===== src/rtl/egd_pkg.sv =====
// Shared constants and packer state type for the exp-Golomb bitstream feeder.
package egd_pkg;
  localparam logic [7:0]  EGD_EPB_BYTE = 8'h03;
  localparam logic [7:0]  EGD_SC_BYTE  = 8'h01;
  localparam int unsigned EGD_WORD_W   = 16;

  typedef enum logic [1:0] {EMPTY, HALF, FULL} pk_state_t;
endpackage


===== src/rtl/egd_bitstream_feeder_if.sv =====
// Byte-in / word-out handshake bundle of the bitstream feeder.
interface egd_bitstream_feeder_if;
  import egd_pkg::*;

  logic [7:0]            in_data;
  logic                  in_valid;
  logic                  in_ready;
  logic [EGD_WORD_W-1:0] word_data;
  logic                  word_valid;
  logic                  word_ready;

  modport master (output in_data, in_valid, word_ready,
                  input  in_ready, word_data, word_valid);
  modport slave  (input  in_data, in_valid, word_ready,
                  output in_ready, word_data, word_valid);
endinterface


===== src/rtl/egd_byte_fifo.sv =====
// Synchronous-write, show-ahead byte FIFO with full/empty/level and synchronous flush.
module egd_byte_fifo #(
  parameter int FIFO_DEPTH = 8,
  parameter int ADDR_W     = 3
) (
  input  logic              clk,
  input  logic              reset_n,
  input  logic              flush,
  input  logic              wr_en,
  input  logic [7:0]        wr_data,
  input  logic              rd_en,
  output logic [7:0]        rd_data,
  output logic              full,
  output logic              empty,
  output logic [ADDR_W:0]   level
);
  localparam logic [ADDR_W:0] DEPTH = (ADDR_W+1)'(FIFO_DEPTH);

  logic [7:0]        r_mem [FIFO_DEPTH];
  logic [ADDR_W-1:0] r_wptr;
  logic [ADDR_W-1:0] r_rptr;
  logic [ADDR_W:0]   r_level;
  logic              w_push;
  logic              w_pop;

  assign full    = (r_level == DEPTH);
  assign empty   = (r_level == '0);
  assign level   = r_level;
  assign rd_data = r_mem[r_rptr];
  assign w_push  = wr_en & ~full & ~flush;
  // Pop is gated on registered empty, so a push into an empty FIFO is not read the same cycle.
  assign w_pop   = rd_en & ~empty & ~flush;

  always_ff @(posedge clk or negedge reset_n) begin
    if (!reset_n) begin
      r_wptr  <= '0;
      r_rptr  <= '0;
      r_level <= '0;
    end else if (flush) begin
      r_wptr  <= '0;
      r_rptr  <= '0;
      r_level <= '0;
    end else begin
      if (w_push) r_wptr <= r_wptr + 1'b1;
      if (w_pop)  r_rptr <= r_rptr + 1'b1;
      case ({w_push, w_pop})
        2'b10:   r_level <= r_level + 1'b1;
        2'b01:   r_level <= r_level - 1'b1;
        default: r_level <= r_level;
      endcase
    end
  end

  always_ff @(posedge clk) begin
    if (w_push) r_mem[r_wptr] <= wr_data;
  end
endmodule


===== src/rtl/egd_bitstream_feeder.sv =====
// NAL byte feeder: emulation-prevention strip, start-code pulse, byte FIFO, 16-bit big-endian packer.
// Optional EGD_FEEDER_STATS_EN adds a saturating epb_count output of dropped 0x03 bytes.
module egd_bitstream_feeder
  import egd_pkg::*;
#(
  parameter int FIFO_DEPTH = 8,
  parameter int ADDR_W     = 3
) (
  input  logic                   clk,
  input  logic                   reset_n,
  input  logic                   flush,
  egd_bitstream_feeder_if.slave  bus,
  output logic                   start_code,
  output logic [ADDR_W:0]        fifo_level
`ifdef EGD_FEEDER_STATS_EN
  ,
  output logic [15:0]            epb_count
`endif
);
  logic [1:0]            r_zcnt;
  logic                  r_start;
  pk_state_t             r_state;
  logic [7:0]            r_hi;
  logic [EGD_WORD_W-1:0] r_word_data;
  logic                  r_word_valid;

  logic       w_full, w_empty, w_in_ready, w_accept, w_zrun;
  logic       w_drop, w_sc, w_wr, w_pop;
  logic [7:0] w_rd_data;

  assign w_in_ready = ~w_full & ~flush;
  assign w_accept   = bus.in_valid & w_in_ready;
  assign w_zrun     = (r_zcnt == 2'd2);
  assign w_drop     = w_accept & w_zrun & (bus.in_data == EGD_EPB_BYTE);
  assign w_sc       = w_accept & w_zrun & (bus.in_data == EGD_SC_BYTE);
  assign w_wr       = w_accept & ~w_drop;

  always_comb begin
    w_pop = 1'b0;
    if (!flush && !w_empty) begin
      case (r_state)
        EMPTY, HALF: w_pop = 1'b1;
        FULL:        w_pop = bus.word_ready;
        default:     w_pop = 1'b0;
      endcase
    end
  end

  egd_byte_fifo #(
    .FIFO_DEPTH (FIFO_DEPTH),
    .ADDR_W     (ADDR_W)
  ) u_fifo (
    .clk     (clk),
    .reset_n (reset_n),
    .flush   (flush),
    .wr_en   (w_wr),
    .wr_data (bus.in_data),
    .rd_en   (w_pop),
    .rd_data (w_rd_data),
    .full    (w_full),
    .empty   (w_empty),
    .level   (fifo_level)
  );

  always_ff @(posedge clk or negedge reset_n) begin
    if (!reset_n) begin
      r_zcnt  <= '0;
      r_start <= 1'b0;
    end else if (flush) begin
      r_zcnt  <= '0;
      r_start <= 1'b0;
    end else begin
      r_start <= w_sc;
      if (w_accept) begin
        if (w_drop || w_sc)          r_zcnt <= '0;
        else if (bus.in_data == '0)  r_zcnt <= w_zrun ? 2'd2 : r_zcnt + 2'd1;
        else                         r_zcnt <= '0;
      end
    end
  end

  always_ff @(posedge clk or negedge reset_n) begin
    if (!reset_n) begin
      r_state      <= EMPTY;
      r_hi         <= '0;
      r_word_data  <= '0;
      r_word_valid <= 1'b0;
    end else if (flush) begin
      r_state      <= EMPTY;
      r_word_valid <= 1'b0;
    end else begin
      case (r_state)
        EMPTY: if (!w_empty) begin
          r_hi    <= w_rd_data;
          r_state <= HALF;
        end
        HALF: if (!w_empty) begin
          r_word_data  <= {r_hi, w_rd_data};
          r_word_valid <= 1'b1;
          r_state      <= FULL;
        end
        FULL: if (bus.word_ready) begin
          r_word_valid <= 1'b0;
          if (!w_empty) begin
            r_hi    <= w_rd_data;
            r_state <= HALF;
          end else begin
            r_state <= EMPTY;
          end
        end
        default: r_state <= EMPTY;
      endcase
    end
  end

`ifdef EGD_FEEDER_STATS_EN
  logic [15:0] r_epb_count;

  always_ff @(posedge clk or negedge reset_n) begin
    if (!reset_n)                         r_epb_count <= '0;
    else if (flush)                       r_epb_count <= '0;
    else if (w_drop && r_epb_count != '1) r_epb_count <= r_epb_count + 16'd1;
  end

  assign epb_count = r_epb_count;
`endif

  assign bus.in_ready   = w_in_ready;
  assign bus.word_data  = r_word_data;
  assign bus.word_valid = r_word_valid;
  assign start_code     = r_start;
endmodule


===== src/flat_wrapper.sv =====
// flat-port wrapper written by rule: the top's interface ports become plain ports
module egd_bitstream_feeder_flat import egd_pkg::*;
#(
  parameter int FIFO_DEPTH = 8,
  parameter int ADDR_W     = 3
)
  (clk, reset_n, flush, start_code, fifo_level, bus_in_data, bus_in_valid, bus_word_ready, bus_in_ready, bus_word_data, bus_word_valid);
  egd_bitstream_feeder_if bus_i ();
  input  logic clk;
  input  logic reset_n;
  input  logic flush;
  output logic start_code;
  output logic [ADDR_W:0] fifo_level;
  input wire logic [$bits(bus_i.in_data)-1:0] bus_in_data;
  input wire logic [$bits(bus_i.in_valid)-1:0] bus_in_valid;
  input wire logic [$bits(bus_i.word_ready)-1:0] bus_word_ready;
  output wire logic [$bits(bus_i.in_ready)-1:0] bus_in_ready;
  output wire logic [$bits(bus_i.word_data)-1:0] bus_word_data;
  output wire logic [$bits(bus_i.word_valid)-1:0] bus_word_valid;
  assign bus_i.in_data = bus_in_data;
  assign bus_i.in_valid = bus_in_valid;
  assign bus_i.word_ready = bus_word_ready;
  assign bus_in_ready = bus_i.in_ready;
  assign bus_word_data = bus_i.word_data;
  assign bus_word_valid = bus_i.word_valid;
  egd_bitstream_feeder #(.FIFO_DEPTH(FIFO_DEPTH), .ADDR_W(ADDR_W)) u_core (.clk(clk), .reset_n(reset_n), .flush(flush), .bus(bus_i), .start_code(start_code), .fifo_level(fifo_level));
endmodule

===== config.mk =====
export PLATFORM = sky130hd
export DESIGN_NAME = egd_bitstream_feeder_flat
export DESIGN_NICKNAME = d
export VERILOG_FILES = /design/src/rtl/egd_pkg.sv /design/src/rtl/egd_bitstream_feeder_if.sv /design/src/rtl/egd_byte_fifo.sv /design/src/rtl/egd_bitstream_feeder.sv /design/src/flat_wrapper.sv
export SDC_FILE = /design/constraint.sdc
export NUM_CORES = 1
export LEC_CHECK = 0
export BUFFER_PORTS_ARGS = -buffer_cell sky130_fd_sc_hd__buf_2
export CAP_MARGIN = 20
export CELL_PAD_IN_SITES_DETAIL_PLACEMENT = 0
export CELL_PAD_IN_SITES_GLOBAL_PLACEMENT = 1
export CORE_MARGIN = 2
export CORE_UTILIZATION = 53
export CTS_BUF_LIST = sky130_fd_sc_hd__clkbuf_4
export CTS_CLUSTER_DIAMETER = 40
export DETAILED_ROUTE_END_ITERATION = 12
export PLACE_DENSITY_LB_ADDON = 0.12
export SLEW_MARGIN = 10
export SYNTH_ARGS = -nofsm -noshare
export SYNTH_HDL_FRONTEND = slang
export SYNTH_SLANG_ARGS = --single-unit

===== constraint.sdc =====
create_clock -name clk -period 3.3 [get_ports clk]
set_input_delay 0.66 -clock clk [delete_from_list [all_inputs] [get_ports clk]]
set_output_delay 0.66 -clock clk [all_outputs]
set_load 0.03 [all_outputs]

[Word-level counts from Yosys, hierarchy flattened]
Memory sizes are Yosys's and may differ from the RTL's.
Index checks and enable logic that the tools add are counted.
Operators by class
  add/subtract/negate cells: 5
  $mul: 0
  divide/modulo/power cells: 0
  magnitude comparators: 0
  equality and inequality tests: 12
  shift operators: 0
  muxes and demuxes: 29
  bitwise gates (word level): 14
  reductions and logical operators: 18
Operator list (number)
  $mux 2: 9
  $mux 8: 2
  $pmux 8 s2: 1
  $mux 3: 4
  $reduce_and 3->1: 4
  $and 1x1->1: 10
  $ne 3x3->1 const B: 3
  $eq 8x1->1 const B: 1
  $eq 8x2->1 const B: 1
  $logic_not 8->1: 1
  $mux 1: 8
  $pmux 4 s2: 1
  $reduce_bool 2->1: 4
  $add 3x1->3 const B: 2
  $eq 2x2->1 const B: 3
  $pmux 2 s3: 1
  $reduce_bool 3->1: 2
  $add 4x1->4 const B: 1
  $eq 2x1->1 const B: 2
  $eq 4x4->1 const B: 1
  $logic_not 4->1: 1
  $mux 4: 1
  $not 1->1: 4
  $pmux 1 s2: 2
  other kinds (8): 9
Storage, ports and cells
  flip-flop bits (word level): 40
  bits in latches: 0
  RAM bits: 64
  memory bits (read-only): 0
  bits of input ports: 13
  output and inout port bits: 23
  logic and storage cells: 88
  memories kept: 1
Memory list
  u_core.u_fifo.r_mem: depth 8, bits a word 8, rd ports 1, clocked after memory_dff 0, write ports 1, line egd_byte_fifo.sv:19  | logic [7:0] r_mem [FIFO_DEPTH];

[Logic depth before layout (Yosys ltp)]
  depth after elaboration: 13
  mapped depth: 13
  mapped depth without buffers: 12

[Modules after synthesis]
From an unflattened synthesis, not the netlist that was laid out.
Second synthesis, totals
  cell total of the unflattened synthesis: 262
  area, all modules: 4440.5 um^2
By module, submodules not included
  egd_byte_fifo: times used 1, cells each 170, area an instance 3124.2 um^2, sequential area each 2172.1 um^2
  egd_bitstream_feeder: times used 1, cells each 92, area an instance 1316.3 um^2, sequential area each 750.7 um^2

[Least setup slack after synthesis]
No wires, ideal clock.
  path type: input -> register
  start point: input port bus_in_data[3]
  end point: register u_core.u_fifo.r_level[3], in the netlist u_core.u_fifo.level[3]
  setup time: 0.124 ns
  data arrival time: 2.739 ns
  data required time: 3.176 ns
  path slack: 0.437 ns
  stages on the path: 11
  buffers on the path: 1
  cells stage by stage: nor4_2 nand3_1 and2_1 buf_2 nor2_1 ha_1 a21oi_1 nand2_1 a211oi_1 a2111oi_2 a211o_1
Between the ends
  longest elaborated chain between the ends: 9
  elaborated cells between the ends (all ways): 11
  classes of those cells: eq/ne (3); mux (2); bitwise (5); reduce/logical (1)
Ends and longest elaborated chain
  start: declaration: line flat_wrapper.sv:14  | input wire logic [$bits(bus_i.in_data)-1:0] bus_in_data;
  $eq 8x2->1 *: line egd_bitstream_feeder.sv:34  | assign w_drop = w_accept & w_zrun & (bus.in_data == EGD_EPB_BYTE);
  $and 1x1->1 *: line egd_bitstream_feeder.sv:34
  $not 1->1 *: line egd_bitstream_feeder.sv:36  | assign w_wr = w_accept & ~w_drop;
  $and 1x1->1 *: line egd_bitstream_feeder.sv:36
  $and 1x1->1 * (2 in a row): line egd_byte_fifo.sv:30  | assign w_push = wr_en & ~full & ~flush;
  $eq 2x1->1 / $eq 2x2->1 (equally long branches): line egd_byte_fifo.sv:46  | case ({w_push, w_pop})
  $pmux 4 s2: line egd_byte_fifo.sv:46
  $mux 4: line egd_byte_fifo.sv:39  | end else if (flush) begin
  end signal: assignment: line egd_byte_fifo.sv:47  | 2'b10: r_level <= r_level + 1'b1;
  end signal: assignment: line egd_byte_fifo.sv:48  | 2'b01: r_level <= r_level - 1'b1;
  end signal: assignment: line egd_byte_fifo.sv:49  | default: r_level <= r_level;
  end: declaration: line egd_byte_fifo.sv:22  | logic [ADDR_W:0] r_level;
Mark *: on every way between the ends. The rest lies on a longest branch, timed or not.
A chain may end at the register's enable or synchronous reset.

[Worst setup path after layout]
  start point: register u_core.u_fifo.r_level[0], in the netlist u_core.u_fifo.level[0]
  end point: register u_core.u_fifo.r_level[3], in the netlist u_core.u_fifo.level[3]
Between the ends
  longest elaborated chain between the ends: 13
  elaborated cells between the ends (all ways): 24
  classes of those cells: add/sub (2); eq/ne (3); mux (3); bitwise (12); reduce/logical (4)
Ends and longest elaborated chain
  $eq 4x4->1: line egd_byte_fifo.sv:26  | assign full = (r_level == DEPTH);
  $not 1->1: line egd_byte_fifo.sv:30, egd_bitstream_feeder.sv:31
  $and 1x1->1: line egd_bitstream_feeder.sv:31  | assign w_in_ready = ~w_full & ~flush;
  $and 1x1->1: line egd_bitstream_feeder.sv:32  | assign w_accept = bus.in_valid & w_in_ready;
  $and 1x1->1 (2 in a row): line egd_bitstream_feeder.sv:34
  $not 1->1: line egd_bitstream_feeder.sv:36
  $and 1x1->1: line egd_bitstream_feeder.sv:36
  $and 1x1->1 (2 in a row): line egd_byte_fifo.sv:30
  $eq 2x1->1 / $eq 2x2->1 (equally long branches): line egd_byte_fifo.sv:46
  $pmux 4 s2: line egd_byte_fifo.sv:46
  $mux 4: line egd_byte_fifo.sv:39
Several ways; a longest one is shown, not always the timed one.

==> metrics.txt <==
vias=2371; fin nets=329; clock-pin slew on the worst setup and hold paths=0.17 ns; Yosys top cell area share=43.7%; diodes inserted=0; RSZ-0062 raised after global routing=false; DRC Markers=0; Syn Inst Count=257; shortest period the worst path allows=2.78 ns; clock tree buffer depth=2; final antenna-violating net count=0; Yosys reg bits=104; Core Util, Final=60.2%; Max IR drop VDD=0.000290 V; Synth async-reset ratio=38.5%; fraction of layout cells with a size suffix above 1=37.3%; Final Routed Wirelength=7890 um; area leader, netlist=edfxtp_1; Cell Area, Synth=4400 um2; final worst setup slack=0.518 ns; clock sinks=104; Slew Viols, Final=0; final setup fails=0; Initial Util=54.1%; Post-CTS Setup Bufs=0; status=completed; syn nets=277; cells taking the most area after synthesis=edfxtp_1 (44%), dfrtp_1 (23%), mux2_2 (8.2%); Setup CP Type=register to register; largest net degree at the start of global routing=41; post-synthesis sequential area ratio=66.4%; Iteration-0 DRC Markers=113; Leak=1.86 nW; worst hold path class=primary input to asynchronous set/reset pin; wire length per cell=18.8 um; Die W=95.1 um; slowest CP cell=dfrtp_1; number of flops mapped to enable cells by yosys=64; worst-path cell chain=nor3_1, a21oi_1, buf_4, and2_1, nor2_1, ha_1, a21oi_1, nand2_1, a211oi_1, a2111oi_2, a211o_1; # IOs=36; CP peak stage delay=0.53 ns; CTS Root Cell=clkbuf_4; core footprint=8130 um2; Yosys cell types=44; CTS resizes=0; most used cell, CP=a21oi_1; CP Data Arrival Time=3.14 ns; crit share post-route=84.3%; Final Hold Fails=0; Worst setup EP type=register; first-pass detailed-route iteration total=4; GRT overflow=0; # hold bufs at CTS=0; Worst Path Buf+Inv=1; Max FO, Critical Path=7; Via density=5.66; dpl hpwl=5200 um; TritonCTS clock tree=yes; area grow syn2layout=11.3%; vias in the first global route=2413; antenna violations before repair=0; CTS Buf Count=9; relative slew slack=40.4%; row count=33; first-pass GRT wire length=13000 um; Layout Skew=0.0182 ns; main flop type after synthesis=edfxtp_1; number of buffers added on ports=35; Least-Margin Pin Slew=0.894 ns; Setup crit start kind=register; fmax=359 MHz; max-cap violations=0; total negative slack=0 ns; chip height=95.1 um; gr usage total=19.5%; Post-Place Setup Slack=0.122 ns; Avg Inst Size Synth=17.1 um2; Final Hold Slack=0.303 ns; critical path's top delay family=compound AO/OA/AOI/OAI gates; most frequent cells in the layout=edfxtp_1 (64), dfrtp_1 (40), buf_2 (35), mux2_2 (32), buf_4 (17); total die area=9050 um2; most common cell after layout, fill and taps aside=edfxtp_1; Placer Congestion=0.740; Pwr per Cell Area=762 nW/um2; H-tree Lvls=3; CP required=3.66 ns; clock latency on the worst-skew pair=0.44 ns; Syn. warnings=0
-- synthesized netlist by cell type (all sizes together), types with 3 or more instances --
cell	n
o21ai	3
inv	4
a211o	3
nor2	12
dfrtp	40
mux4	16
nor4	6
xor2	3
buf	9
a21oi	5
ha	6
and3	3
mux2	32
nand2	15
edfxtp	64
nand3	3
nor4b	4
nor3	6
-- where the power goes --
part,internal (W),switching [W],leakage [nW]
clock,0.000166,0.000433,0.0733
combinational,0.000624,0.000715,0.717
sequential,0.00160,0.000193,1.07
total,0.00239,0.00134,1.86
-- stage by stage --
step / std cells / total power, W / cell area (um2)
finish: 419 / 0.00373 / 4900
global route: 419 / 0.00397 / 4900
CTS: 419 / 0.00378 / 4900
detailed placement: 403 / 0.00318 / 4780
global placement: 403 / 0.00314 / 4780
floorplan: 257 / 0.00282 / 4400
-- state kept, by name, summed over array words and instances, names as in the netlist --
register	cells
u_core.u_fifo.r_mem	64
u_core.bus.word_data	16
u_core.r_hi	8
u_core.u_fifo.level	4
u_core.u_fifo.r_rptr	3
u_core.u_fifo.r_wptr	3
u_core.r_state	2
u_core.r_zcnt	2
u_core.bus.word_valid	1
u_core.start_code	1
-- area by class of cell --
| cell class | instances | area (um2) |
|---|---|---|
| repair buffers | 52 | 303 |
| well taps | 105 | 131 |
| inverters | 4 | 15.0 |
| clock buffers | 9 | 67.6 |
| multi-input cells | 138 | 1410 |
| fillers | 615 | 3230 |
| clock inverters | 7 | 53.8 |
| flip-flops and latches | 104 | 2920 |
-- kinds of logic (layout without fill, tap and decap cells) --
kind of cell | after synthesis | count (layout) | share of synthesized area, %
AOI/OAI and AO/OA | 20 | 20 | 3.81
xor gates and xnor gates | 5 | 5 | 0.995
adders and majority gates | 7 | 7 | 2.16
buffers and inverters | 15 | 72 | 1.82
DFF | 104 | 104 | 66.4
muxes | 49 | 49 | 17.2
and+or+nand+nor | 57 | 57 | 7.59
-- worst paths after layout --
path                       cells past startpoint              startpoint                       to  slack [ns]
max in group asynchronous                      1                 reset_n        u_core.start_code        2.41
setup / recovery                              11  u_core.u_fifo.level[0]   u_core.u_fifo.level[3]        0.52
min in group clk                               2                   flush  u_core.u_fifo.r_wptr[1]        0.45
setup reg to reg                              11  u_core.u_fifo.level[0]   u_core.u_fifo.level[3]        0.52
hold / removal                                 1                 reset_n           u_core.r_hi[2]        0.30
hold reg to reg                                1          u_core.r_hi[2]           u_core.r_hi[2]        0.52
-- layer usage --
layer	up-vias	GRT usage [%]	share of wire, %
li1	1107	-	-
met1	1202	29.3	48
met2	52	28.8	47
met3	10	3.40	4.1
met4	0	7.37	1.2
met5	-	0	0
Power figures use the tool's default switching activity.
